--- config.mk ---
export PLATFORM = sky130hd
export DESIGN_NAME = clk_monitor
export DESIGN_NICKNAME = d
export VERILOG_FILES = /design/src/rtl/clk_monitor.sv
export SDC_FILE = /design/constraint.sdc
export NUM_CORES = 1
export LEC_CHECK = 0
export ABC_AREA = 1
export BUFFER_PORTS_ARGS = -buffer_cell sky130_fd_sc_hd__buf_2
export CAP_MARGIN = 20
export CELL_PAD_IN_SITES_DETAIL_PLACEMENT = 0
export CELL_PAD_IN_SITES_GLOBAL_PLACEMENT = 1
export CORE_ASPECT_RATIO = 1.4
export CORE_UTILIZATION = 23
export DETAILED_ROUTE_END_ITERATION = 16
export GPL_TIMING_DRIVEN = 0
export PLACE_DENSITY = 0.56
export SETUP_SLACK_MARGIN = 0.02
export SYNTH_ARGS = -nofsm -noshare
export SYNTH_HDL_FRONTEND = slang
export SYNTH_SLANG_ARGS = --single-unit
--- constraint.sdc ---
create_clock -name inp_clk -period 2.7 [get_ports inp_clk]
set_input_delay 0.405 -clock inp_clk [delete_from_list [all_inputs] [get_ports inp_clk]]
set_output_delay 0.405 -clock inp_clk [all_outputs]
set_load 0.01 [all_outputs]
--- src/rtl/clk_monitor.sv ---
// clk_monitor: measures period and high time of a slow monitored clock in inp_clk cycles,
// reporting lock when consecutive periods agree and stall when the clock stops toggling.
module clk_monitor #(
    parameter int CNT_W      = 16,
    parameter int TIMEOUT    = 1024,
    parameter int LOCK_COUNT = 4
) (
    input  logic             inp_clk,
    input  logic             rst_n,
    input  logic             mon_clk,
    output logic [CNT_W-1:0] period,
    output logic [CNT_W-1:0] high_time,
    output logic             meas_valid,
    output logic             edge_rise,
    output logic             locked,
    output logic             stalled
);
    localparam int               MW      = $clog2(LOCK_COUNT + 1);
    localparam logic [CNT_W-1:0] CNT_MAX = '1;
    localparam logic [CNT_W-1:0] TOUT    = CNT_W'(TIMEOUT);
    localparam logic [MW-1:0]    LOCK_N  = MW'(LOCK_COUNT);

    typedef enum logic [1:0] {IDLE, MEASURE, LOCKED, STALLED} state_t;

    state_t           state;
    logic             s1, s2, s3;
    logic [CNT_W-1:0] cnt, hcnt;
    logic [MW-1:0]    match, match_nxt;
    logic             rise, fall, timeout, same_p;

    always_ff @(posedge inp_clk or negedge rst_n) begin
        if (!rst_n) begin
            s1 <= 1'b0;
            s2 <= 1'b0;
            s3 <= 1'b0;
        end else begin
            s1 <= mon_clk;
            s2 <= s1;
            s3 <= s2;
        end
    end

    assign rise    = s2 & ~s3;
    assign fall    = ~s2 & s3;
    // A rise landing on the timeout cycle is a valid (long) period, not a stall.
    assign timeout = (cnt == TOUT) && !rise;
    assign same_p  = (cnt == period);

    always_comb begin
        match_nxt = MW'(1);
        if (match != '0 && same_p)
            match_nxt = (match == LOCK_N) ? LOCK_N : match + MW'(1);
    end

    always_ff @(posedge inp_clk or negedge rst_n) begin
        if (!rst_n) begin
            cnt  <= '0;
            hcnt <= '0;
        end else begin
            if (rise)
                cnt <= CNT_W'(1);
            else if (cnt != CNT_MAX)
                cnt <= cnt + CNT_W'(1);

            if (rise)
                hcnt <= CNT_W'(1);
            else if (s2 && hcnt != CNT_MAX)
                hcnt <= hcnt + CNT_W'(1);
        end
    end

    always_ff @(posedge inp_clk or negedge rst_n) begin
        if (!rst_n) begin
            state      <= IDLE;
            period     <= '0;
            high_time  <= '0;
            meas_valid <= 1'b0;
            edge_rise  <= 1'b0;
            locked     <= 1'b0;
            stalled    <= 1'b0;
            match      <= '0;
        end else begin
            edge_rise  <= rise;
            meas_valid <= 1'b0;
            if (fall && (state == MEASURE || state == LOCKED))
                high_time <= hcnt;

            case (state)
                IDLE: begin
                    if (rise) begin
                        state <= MEASURE;
                        match <= '0;
                    end else if (timeout) begin
                        state   <= STALLED;
                        stalled <= 1'b1;
                        locked  <= 1'b0;
                        match   <= '0;
                    end
                end
                MEASURE: begin
                    if (rise) begin
                        period     <= cnt;
                        meas_valid <= 1'b1;
                        match      <= match_nxt;
                        if (match_nxt == LOCK_N) begin
                            state  <= LOCKED;
                            locked <= 1'b1;
                        end
                    end else if (timeout) begin
                        state   <= STALLED;
                        stalled <= 1'b1;
                        locked  <= 1'b0;
                        match   <= '0;
                    end
                end
                LOCKED: begin
                    if (rise) begin
                        period     <= cnt;
                        meas_valid <= 1'b1;
                        if (!same_p) begin
                            state  <= MEASURE;
                            locked <= 1'b0;
                            match  <= MW'(1);
                        end
                    end else if (timeout) begin
                        state   <= STALLED;
                        stalled <= 1'b1;
                        locked  <= 1'b0;
                        match   <= '0;
                    end
                end
                STALLED: begin
                    // First edge after a stall only re-arms; there is no valid period yet.
                    if (rise) begin
                        state   <= MEASURE;
                        stalled <= 1'b0;
                        match   <= '0;
                    end
                end
                default: state <= IDLE;
            endcase
        end
    end
endmodule
==> impl_results.md, run 1 <==
- Status: completed
- Leading area contributor after synthesis: dfrtp_1
- Power density over the cells: 722 nW/um^2
- Gpl congestion: 0.809
- Post-synth top area share: 0.459
- Fin Hold WS: 0.163 ns
- Post-synth ARST share: 1.00
- Core area: 17500 sq um
- Fin. Hold Viols: 0
- Library cells used by synthesis: 36
- Max Fanout on Critical Path: 10
- Num CTS Buffers: 9
- Cells after Synth: 539
- Largest net degree at the start of global routing: 59
- Initial Util: 0.237
- Worst-path clk slew: 0.06 ns
- Die Span X: 115 um
- Cts repair resizes: 0
- Hpwl dp: 8.55 mm
- Data required, critical path: 2.93 ns
- Root buffer cell: clkbuf_16
- Synthesized area per cell: 7.68 sq um
- Worst IR Drop VDD: 0.000276 V
- Antenna viol nets, final: 0
- Vias/cell: 4.39
- Slew @ Worst Pin: 0.540 ns
- Most instantiated library cell after synthesis: nand2_1
- Sink Count: 76
- Met3 WL: 328 um
- #FFs+latches synth: 76
- Nets: 602
- Total negative slack: 0 ns
- Pleak: 0.00245 uW
- Synth Warn #: 0
- Vias in the first global route: 3586
- EDFF count, synth: 0
- Fillers: 1952
- Comb power frac: 0.255
- Synth Flop Type: dfrtp_1
- Worst setup EP type: flip-flop
- Drt drc: 0
- H-tree depth: 3
- Initial antenna violation count: 0
- Wirelength per Cell: 13.9 um
- Vias: 3640
- CP Class: flip-flop to flip-flop
- Antenna diodes: 0
- Sequential share of power: 0.379
- Max-slew headroom: 0.640
- Fin crit period: 2.02 ns
- Routed length on met2: 6.24 mm
- Largest cells by area after synthesis: dfrtp_1 46%, nand2_1 13%, o21ai_0 6.4%, inv_1 6.1%, nand3_1 5.1%
- Period utilization: 0.749
- Postcts setup bufs: 0
- DRT iter0 DRCs: 173
- Mapped Area: 4140 sq um
- Clk_lat worst skew: 0.35 ns
- Ports: 39
- IO buf count: 38
- Psw: 1200 uW
- Final setup violating endpoints: 0
- HP Class: input pin to flip-flop
- RSZ-0062 raised after global routing: no
- DR top layer: met4
- Worst Path Arrival: 2.25 ns
- CTS Hold Bufs: 1
- Fmax: 495 MHz
- Die ar.: 18500 sq um
- Area Overhead vs Synth: 20.3%
- Synthesized Nets: 551
- Top post-synthesis cells by count: 148 x nand2_1, 76 x dfrtp_1, 67 x inv_1, 53 x o21ai_0
- Startpoint types: flip-flop
- Switching share of power: 0.333
- Post-Route WL: 11.5 mm
- TritonRoute pass-1 iters: 4
- Clock Skews: 0.00839 ns
- Longest Clk Path Bufs: 2
- Fin cells: 830
- Gr ovfl total: 0
- Sequential share of the synthesized area: 0.459
- Row count: 57
- TritonCTS clock tree: done
- Pint: 2400 uW
- Share of post-route cells with drive strength above 1: 0.146
- Placed Cells: 814
- Clock power frac: 0.366
- First-pass GRT wire length: 18.7 mm
- DRT met1 WL: 4.74 mm
- GRT Total Usage: 0.134
- Die Ht: 161 um
- Slew Viols, Final: 0
- Max-cap viol count: 0
==> power by group through the flow <==
| stage | logic (uW) | clock network (uW) | registers (uW) |
|---|---|---|---|
| floorplan | 607 | 0 | 1390 |
| global placement | 933 | 0 | 1380 |
| detailed placement | 941 | 0 | 1390 |
| CTS | 945 | 1350 | 1370 |
| global route | 1060 | 1400 | 1380 |
| finish | 916 | 1320 | 1360 |
==> per-stage QoR <==
stage | setup slack (ns) | total power (uW) | utilization | area (sq um)
final | 0.678 | 3600 | 0.285 | 4980
after CTS | 0.664 | 3660 | 0.285 | 4980
after floorplan | 1.03 | 2000 | - | 4140
after detailed placement | 0.666 | 2330 | 0.266 | 4660
after global placement | 0.525 | 2320 | 0.265 | 4630
after global routing | 0.501 | 3840 | 0.285 | 4980
==> critical path: stages, from the launching register on <==
cell and delay (ns):
dfrtp_1 0.36, ha_1 0.20, nand2_1 0.13, nor3_4 0.38
nand2_4 0.10, o21ai_4 0.31, inv_4 0.11, buf_6 0.17
nand4_1 0.08, o21ai_2 0.06
==> area by class of cell <==
| type | instances | area, sq um | share of cell area |
|---|---|---|---|
| Timing Repair Buffer | 40 | 230 | 0.0462 |
| Sequential cell | 76 | 1900 | 0.382 |
| Clock buffer | 11 | 243 | 0.0487 |
| Multi-Input combinational cell | 378 | 1900 | 0.381 |
| Tap cell | 236 | 295 | 0.0593 |
| Clock inverter | 4 | 73.8 | 0.0148 |
| Buffer | 13 | 66.3 | 0.0133 |
| Inverter | 72 | 275 | 0.0552 |
==> kinds of logic (layout without fill, tap and decap cells) <==
group           Yosys count  after routing  share of synthesized area
compound gates           82             82                      0.112
xor+xnor                  8              8                     0.0169
fa+ha+maj                 9              9                     0.0272
buf+inv                  85            140                     0.0825
flops                    76             76                      0.459
mux                       1              1                    0.00272
simple gates            278            278                      0.300
==> registers in the layout, summed over array words and instances, names as in the netlist, 2 cells and up <==
register	flops
cnt	16
hcnt	16
high_time	16
match	3
period	16
state	2
==> metal layers <==
metal	up-vias	track usage
li1	1852	-
met1	1721	0.152
met2	54	0.246
met3	13	0.0219
met4	0	0.0514
met5	-	0
==> worst paths after layout <==
kind / depth (start not counted) / slack [ns] / to / from
worst max-delay path: 9 / 0.68 / hcnt[8]$_DFFE_PN0P_ / hcnt[1]$_DFFE_PN0P_
worst min-delay path: 1 / 0.16 / s1$_DFF_PN0_ / mon_clk
worst max register to register: 9 / 0.68 / hcnt[8]$_DFFE_PN0P_ / hcnt[1]$_DFFE_PN0P_
worst min register to register: 0 / 0.34 / s2$_DFF_PN0_ / s1$_DFF_PN0_
max in group asynchronous: 3 / 1.60 / meas_valid$_DFF_PN0_ / rst_n
min in group asynchronous: 2 / 0.48 / high_time[6]$_DFFE_PN0P_ / rst_n
==> cell usage in the layout (no fill, tap or decap), types with 2 or more instances in the layout <==
| cell type | synthesis | final |
|---|---|---|
| xor2_1 | 8 | 8 |
| nand3_1 | 42 | 42 |
| clkbuf_1 | 4 | 5 |
| o21ai_0 | 53 | 53 |
| a21oi_1 | 12 | 12 |
| nor4_1 | 4 | 4 |
| clkbuf_16 | 0 | 9 |
| inv_4 | 2 | 2 |
| ha_1 | 9 | 9 |
| nor3_1 | 14 | 14 |
| nand2_1 | 148 | 148 |
| o21ai_1 | 2 | 2 |
| a31oi_1 | 3 | 3 |
| inv_1 | 67 | 67 |
| nand2_2 | 5 | 5 |
| o31ai_1 | 2 | 2 |
| nor3_4 | 2 | 2 |
| buf_2 | 7 | 44 |
| and3_1 | 2 | 2 |
| bufinv_16 | 0 | 2 |
| inv_2 | 3 | 3 |
| dfrtp_1 | 76 | 76 |
| nor2_1 | 42 | 42 |
| o21ai_2 | 6 | 6 |
| nand4_1 | 13 | 13 |
(Power assumes the default switching activity.)
==> run 2, diff against run 1 <==
Settings changed: PLACE_DENSITY 0.56 to 0.58.
Clock period 2.7 ns to 1.7 ns, I/O delays scaled along.
==> impl_results.md, run 2 (synthesis results as in run 1) <==
- Pint: 3910 uW (was 2400 uW)
- Die Span X: 115 um (unchanged)
- Share of post-route cells with drive strength above 1: 0.302 (was 0.146)
- Most frequent cells in the layout: 132 x nand2_1, 65 x dfrtp_1, 55 x inv_1 (was 148 x nand2_1, 76 x dfrtp_1, 67 x inv_1)
- Die Ht: 161 um (unchanged)
- Sequential share of power: 0.362 (was 0.379)
- Final setup violating endpoints: 0 (unchanged)
- Ports: 39 (unchanged)
- Worst reg2reg path endpoint: hcnt[7]$_DFFE_PN0P_ (was hcnt[8]$_DFFE_PN0P_)
- Clock Skews: 0.00740 ns (was 0.00839 ns)
- RR Startpoint: hcnt[1]$_DFFE_PN0P_ (unchanged)
- CP Class: flip-flop to flip-flop (unchanged)
- GRT Total Usage: 0.139 (was 0.134)
- Startpoint types: flip-flop (unchanged)
- Worst setup path end: hcnt[7]$_DFFE_PN0P_ (was hcnt[8]$_DFFE_PN0P_)
- TritonCTS clock tree: done (unchanged)
- DRT iter0 DRCs: 175 (was 173)
- Comb power frac: 0.322 (was 0.255)
- Data required, critical path: 1.93 ns (was 2.93 ns)
- Register area: 1920 sq um (was 1900 sq um)
- Antenna diodes: 0 (unchanged)
- Drt drc: 0 (unchanged)
- Fin. Hold Viols: 0 (unchanged)
- Post-place setup slack: -0.306 ns (was 0.666 ns)
- Gpl congestion: 0.804 (was 0.809)
- Area Overhead vs Synth: 33.5% (was 20.3%)
- Start point of the critical path: hcnt[1]$_DFFE_PN0P_ (unchanged)
- Longest Clk Path Bufs: 2 (unchanged)
- Period utilization: 0.966 (was 0.749)
- TritonRoute pass-1 iters: 4 (unchanged)
- Fin crit period: 1.64 ns (was 2.02 ns)
- PnR worst setup slack: 0.0571 ns (was 0.678 ns)
- Most common cell after layout, fill and taps aside: nand2_1 (unchanged)
- Psw: 2120 uW (was 1200 uW)
- Slew Viols, Final: 0 (unchanged)
- Status: completed (unchanged)
- Worst IR Drop VDD: 0.000407 V (was 0.000276 V)
- Vias: 3850 (was 3640)
- Multi-input logic area: 2160 sq um (was 1900 sq um)
- Pleak: 0.00268 uW (was 0.00245 uW)
- Fillers: 1879 (was 1952)
- Nets: 632 (was 602)
- Vias in the first global route: 3811 (was 3586)
- Clock power frac: 0.317 (was 0.366)
- Num CTS Buffers: 9 (unchanged)
- Initial antenna violation count: 0 (unchanged)
- Largest net degree at the start of global routing: 60 (was 59)
- Wirelength per Cell: 14.0 um (was 13.9 um)
- Hpwl dp: 8.49 mm (was 8.55 mm)
- First-pass GRT wire length: 19.7 mm (was 18.7 mm)
- Vias/cell: 4.47 (was 4.39)
- HP Class: input pin to async pin (was input pin to flip-flop)
- Worst-path clk slew: 0.06 ns (about the same)
- Worst Path Arrival: 1.88 ns (was 2.25 ns)
- Core area: 17500 sq um (unchanged)
- Slew @ Worst Pin: 0.503 ns (was 0.540 ns)
- Post-Route WL: 12.1 mm (was 11.5 mm)
- Initial Util: 0.237 (unchanged)
- Root buffer cell: clkbuf_16 (unchanged)
- Sink Count: 76 (unchanged)
- Die ar.: 18500 sq um (unchanged)
- Max-slew headroom: 0.662 (was 0.640)
- Switching share of power: 0.351 (was 0.333)
- Row count: 57 (unchanged)
- Antenna viol nets, final: 0 (unchanged)
- H-tree depth: 3 (unchanged)
- Power density over the cells: 1090 nW/um^2 (was 722 nW/um^2)
- Clk_lat worst skew: 0.35 ns (about the same)
- IO buf count: 38 (unchanged)
- Max Fanout on Critical Path: 10 (unchanged)
- Fmax: 609 MHz (was 495 MHz)
- Worst setup EP type: flip-flop (unchanged)
- Reg-to-reg slack, setup: 0.06 ns (was 0.68 ns)
- RSZ-0062 raised after global routing: yes (was no)
- Max-cap viol count: 0 (unchanged)
- Worst r2r path cells: 9 (unchanged)
- Total negative slack: 0 ns (unchanged)
- Gr ovfl total: 0 (unchanged)
==> run 2: changes by cell type in the layout (fill, tap and decap cells not counted), moves of 10 or more <==
cell / delta
buf_4: +30
inv_1: -12
nand2_1: -16
nand2_2: +10
dfrtp_2: +11
dfrtp_1: -11
==> run 2: power by group through the flow <==
| stage | registers [uW] | clock network, uW | logic, uW |
|---|---|---|---|
| floorplan | 2210 | 0 | 963 |
| global placement | 2190 | 0 | 1480 |
| detailed placement | 2200 | 0 | 1490 |
| CTS | 2170 | 1970 | 1680 |
| global route | 2210 | 2030 | 2190 |
| finish | 2180 | 1910 | 1940 |
==> run 2: metal layers <==
| layer | global-route usage | part of all wire |
|---|---|---|
| met1 | 0.156 | 0.40 |
| met4 | 0.0702 | 0.036 |
| met3 | 0.0200 | 0.033 |
| met2 | 0.252 | 0.53 |
| met5 | 0 | 0 |
==> run 2: repair_timing <==
item | CTS | global route
endpoints found under the hold margin | 18 | 0
hold buffers | 2 | 0
resized for setup | 43 | 75
pin swaps | 13 | 30
setup endpoints to repair | 69 | 64
setup buffers | 19 | 10
==> run 2: final cells by class <==
class | count | share of cell area
multi-input combinational | 378 | 0.390
clock buffer | 10 | 0.0414
tap | 236 | 0.0534
sequential | 76 | 0.347
buffer | 13 | 0.0186
inverter | 72 | 0.0539
timing repair buffer | 70 | 0.0862
clock inverter | 6 | 0.00996
==> run 2: how the worst min path moves through the flow <==
stage / to / slack [ns] / depth (start not counted)
4_1_cts: period[4]$_DFFE_PN0P_ / 0.33 / 2
5_1_grt: cnt[2]$_DFFE_PN0P_ / 0.34 / 2
3_3_place_gp: s2$_DFF_PN0_ / 0.34 / 0
3_5_place_dp: period[4]$_DFFE_PN0P_ / 0.16 / 1
2_1_floorplan: cnt[0]$_DFFE_PN0P_ / -0.04 / 0
6_report: period[3]$_DFFE_PN0P_ / 0.33 / 2
==> run 2: metrics by stage <==
step                utilization  hold WS [ns]  total power [uW]  cell area, sq um  std cells
CTS                       0.299         0.326              5810              5230        851
global route              0.316         0.343              6430              5530        861
finish                    0.316         0.328              6030              5530        861
detailed placement        0.266         0.161              3700              4660        814
global placement          0.265         0.339              3670              4630        813
floorplan                     -       -0.0406              3170              4140        539
==> run 2: worst max-delay path, stage by stage (launching register included) <==
cell     delay, ns
dfrtp_1       0.39
ha_4          0.17
nand2_4       0.06
nor3_4        0.21
nand2_4       0.08
o21ai_4       0.21
inv_4         0.10
buf_8         0.16
nand4_1       0.08
o21ai_2       0.06
==> run 3, diff against run 2 <==
Settings changed: ABC_AREA 1 to 0, PLACE_DENSITY 0.58 to 0.55.
==> impl_results.md, run 3 <==
- Most frequent cells in the layout: 68 x dfrtp_1, 40 x buf_2, 34 x xor2_1, 34 x nor2_1, 30 x mux2_2 (was 132 x nand2_1, 65 x dfrtp_1, 55 x inv_1)
- Cells after Synth: 334 (was 539)
- Sequential share of power: 0.385 (was 0.362)
- Pleak: 0.00247 uW (was 0.00268 uW)
- Data required, critical path: 1.92 ns (was 1.93 ns)
- Slew @ Worst Pin: 0.569 ns (was 0.503 ns)
- EDFF count, synth: 0 (unchanged)
- Mapped Area: 3770 sq um (was 4140 sq um)
- Clk_lat worst skew: 0.33 ns (was 0.35 ns)
- Crit path cell chain: inv_2 -> ha_4 -> or3b_4 -> a21boi_1 -> o31a_1 -> o21ai_2 -> a21oi_2 -> mux2_4 (was ha_4 -> nand2_4 -> nor3_4 -> nand2_4 -> o21ai_4 -> inv_4 -> buf_8 -> nand4_1 -> o21ai_2)
- Row count: 55 (was 57)
- Root buffer cell: clkbuf_16 (unchanged)
- Multi-input logic area: 1970 sq um (was 2160 sq um)
- CP Class: flip-flop to flip-flop (unchanged)
- Worst setup path end: locked$_DFFE_PN0P_ (was hcnt[7]$_DFFE_PN0P_)
- Ports: 39 (unchanged)
- Startpoint types: flip-flop (unchanged)
- Synth Warn #: 0 (unchanged)
- DRT iter0 DRCs: 115 (was 175)
- RR Startpoint: match[0]$_DFFE_PN0P_ (was hcnt[1]$_DFFE_PN0P_)
- Synthesized Nets: 346 (was 551)
- Worst r2r path cells: 8 (was 9)
- Sink Count: 76 (unchanged)
- Worst IR Drop VDD: 0.000575 V (was 0.000407 V)
- Final setup violating endpoints: 16 (was 0)
- Crit-path slowest cell: dfrtp_1 (unchanged)
- Clock power frac: 0.312 (was 0.317)
- #FFs+latches synth: 76 (unchanged)
- Max Fanout on Critical Path: 5 (was 10)
- Post-place setup slack: -0.448 ns (was -0.306 ns)
- Psw: 1840 uW (was 2120 uW)
- Sequential share of the synthesized area: 0.504 (was 0.459)
- H-tree depth: 3 (unchanged)
- Crit-path max cell delay: 0.38 ns (was 0.39 ns)
- Worst Path Arrival: 2.28 ns (was 1.88 ns)
- Largest net degree at the start of global routing: 56 (was 60)
- Fin. Hold Viols: 0 (unchanged)
- Worst setup EP type: flip-flop (unchanged)
- Status: finished with violations (was completed)
- Failing checks: negative setup slack
- PnR worst setup slack: -0.366 ns (was 0.0571 ns)
- Num CTS Buffers: 9 (unchanged)
- Initial antenna violation count: 0 (unchanged)
- TritonRoute pass-1 iters: 4 (unchanged)
- Worst-path clk slew: 0.06 ns (about the same)
- Worst reg2reg path endpoint: locked$_DFFE_PN0P_ (was hcnt[7]$_DFFE_PN0P_)
- Post-Route WL: 9.24 mm (was 12.1 mm)
- Most common cell after layout, fill and taps aside: dfrtp_1 (was nand2_1)
- Nets: 429 (was 632)
- Antenna viol nets, final: 0 (unchanged)
- HP Class: input pin to flip-flop (was input pin to async pin)
- Initial Util: 0.234 (was 0.237)
- Fmax: 484 MHz (was 609 MHz)
- Post-synth ARST share: 1.00 (unchanged)
- Period utilization: 1.22 (was 0.966)
- RSZ-0062 raised after global routing: yes (unchanged)
- Power density over the cells: 1130 nW/um^2 (was 1090 nW/um^2)
- Die Ht: 154 um (was 161 um)
- Comb power frac: 0.303 (was 0.322)
- Final design utilization: 0.316 (about the same)
- Drt drc: 0 (unchanged)
- Die Span X: 110 um (was 115 um)
- Placed Cells: 572 (was 814)
- Pint: 3920 uW (was 3910 uW)
- Clock Skews: 0.00778 ns (was 0.00740 ns)
- TritonCTS clock tree: done (unchanged)
- Start point of the critical path: match[0]$_DFFE_PN0P_ (was hcnt[1]$_DFFE_PN0P_)
- Wirelength per Cell: 14.9 um (was 14.0 um)
- Library cells used by synthesis: 49 (was 36)
- Die ar.: 16900 sq um (was 18500 sq um)
- Gr ovfl total: 0 (unchanged)
- Fin cells: 621 (was 861)
- Fin Hold WS: 0.0293 ns (was 0.328 ns)
- Slew Viols, Final: 0 (unchanged)
- Reg-to-reg slack, setup: -0.37 ns (was 0.06 ns)
- Max-cap viol count: 0 (unchanged)
- Post-synth top area share: 0.504 (was 0.459)
- Fin crit period: 2.07 ns (was 1.64 ns)
- Vias in the first global route: 2934 (was 3811)
- Gpl congestion: 0.700 (was 0.804)
- Hpwl dp: 6.26 mm (was 8.49 mm)
- Top post-synthesis cells by count: 76 x dfrtp_1, 36 x nor2_1, 36 x xor2_1, 30 x mux2_2, 15 x nand2_1 (was 148 x nand2_1, 76 x dfrtp_1, 67 x inv_1, 53 x o21ai_0)
- Largest cells by area after synthesis: dfrtp_1 50%, mux2_2 9.0%, xor2_1 8.4%, nor2_1 3.6%, ha_1 3.0% (was dfrtp_1 46%, nand2_1 13%, o21ai_0 6.4%, inv_1 6.1%, nand3_1 5.1%)
- Vias/cell: 4.45 (was 4.47)
- Switching share of power: 0.320 (was 0.351)
- Share of post-route cells with drive strength above 1: 0.457 (was 0.302)
- Vias: 2766 (was 3850)
- IO buf count: 38 (unchanged)
- Fillers: 1701 (was 1879)
- GRT Total Usage: 0.120 (was 0.139)
- Most instantiated library cell after synthesis: dfrtp_1 (was nand2_1)
- Area Overhead vs Synth: 34.9% (was 33.5%)
- Max-slew headroom: 0.621 (was 0.662)
- Antenna diodes: 0 (unchanged)
- Register area: 1910 sq um (was 1920 sq um)
- Synthesized area per cell: 11.3 sq um (was 7.68 sq um)
- Synth Flop Type: dfrtp_1 (unchanged)
- Leading area contributor after synthesis: dfrtp_1 (unchanged)
- First-pass GRT wire length: 15.4 mm (was 19.7 mm)
- Longest Clk Path Bufs: 2 (unchanged)
- Core area: 16100 sq um (was 17500 sq um)
## run 3: cell types whose count changed in the layout (fill, tap and decap cells not counted), sizes merged, moves of 6 or more
cell and delta:
and4 +6, xor2 +28, nand2 -139, inv -60
o21ai -54, nand3 -33, xnor2 +6, mux2 +30
nor2 -9, and3 +11, nor3 -11
## run 3: how the worst min path moves through the flow
stage / depth (start not counted) / from / slack (ns) / to
5_1_grt: 1 / mon_clk / 0.02 / s1$_DFF_PN0_
3_5_place_dp: 1 / rst_n / 0.18 / edge_rise$_DFF_PN0_
2_1_floorplan: 0 / rst_n / -0.04 / cnt[0]$_DFFE_PN0P_
4_1_cts: 1 / mon_clk / 0.01 / s1$_DFF_PN0_
6_report: 1 / mon_clk / 0.03 / s1$_DFF_PN0_
3_3_place_gp: 0 / s1$_DFF_PN0_ / 0.35 / s2$_DFF_PN0_
## run 3: what timing repair did
item / in CTS / in global routing
setup buffers: 28 / 8
pin swaps: 22 / 17
gates cloned: 1 / 0
gates resized for setup: 48 / 25
endpoints found under the setup margin: 48 / 36
hold buffers: 1 / 0
endpoints found under the hold margin: 21 / 0
## run 3: layout make-up
| class | instances | share of cell area |
|---|---|---|
| plain buffers | 12 | 0.0194 |
| clock buffers | 10 | 0.0470 |
| clock inverters | 6 | 0.00787 |
| inverters | 11 | 0.00811 |
| multi-input cells | 232 | 0.388 |
| flip-flops and latches | 76 | 0.376 |
| well taps | 199 | 0.0489 |
| repair buffers | 75 | 0.105 |
## run 3: per-stage QoR
stage | instance area [sq um] | setup TNS, ns | power (uW)
after floorplan | 3820 | -0.380 | 3200
after global placement | 4260 | -25.39 | 3630
after detailed placement | 4290 | -6.28 | 3660
after CTS | 4960 | -2.35 | 5790
after global routing | 5090 | -3.81 | 6120
final | 5090 | -1.82 | 5760
## run 3: per-layer routing
layer  part of all wire  wire length (um)  up-vias  global-route usage
met5                  0                 0        -                   0
met4              0.016               146        0              0.0432
met3              0.024               218        7              0.0220
met2               0.55              5040       27               0.215
met1               0.41              3830     1396               0.139
li1                   -                 -     1336                   -
## run 3: power groups by stage
stage | clock network, uW | registers, uW | logic (uW)
floorplan | 0 | 2260 | 945
global placement | 0 | 2250 | 1390
detailed placement | 0 | 2250 | 1410
CTS | 1860 | 2220 | 1710
global route | 1940 | 2260 | 1920
finish | 1800 | 2220 | 1750
## run 3: cell families (layout without fill, tap and decap cells)
| kind of cell | after synthesis | in the layout | share of synthesized area |
|---|---|---|---|
| and+or+nand+nor | 111 | 111 | 0.158 |
| DFF | 76 | 76 | 0.504 |
| xor gates and xnor gates | 42 | 42 | 0.0975 |
| AOI/OAI and AO/OA | 37 | 37 | 0.0733 |
| muxes | 33 | 33 | 0.0989 |
| buffers and inverters | 26 | 114 | 0.0382 |
| adders and majority gates | 9 | 9 | 0.0299 |
## run 3: worst max-delay path, delay by kind of cell (launching register included)
kind                       cells  cell delay [ns]
AOI/OAI and AO/OA              4             0.67
adders and majority gates      1             0.17
buffers and inverters          1             0.07
DFF                            1             0.38
muxes                          1             0.30
and+or+nand+nor                1             0.37
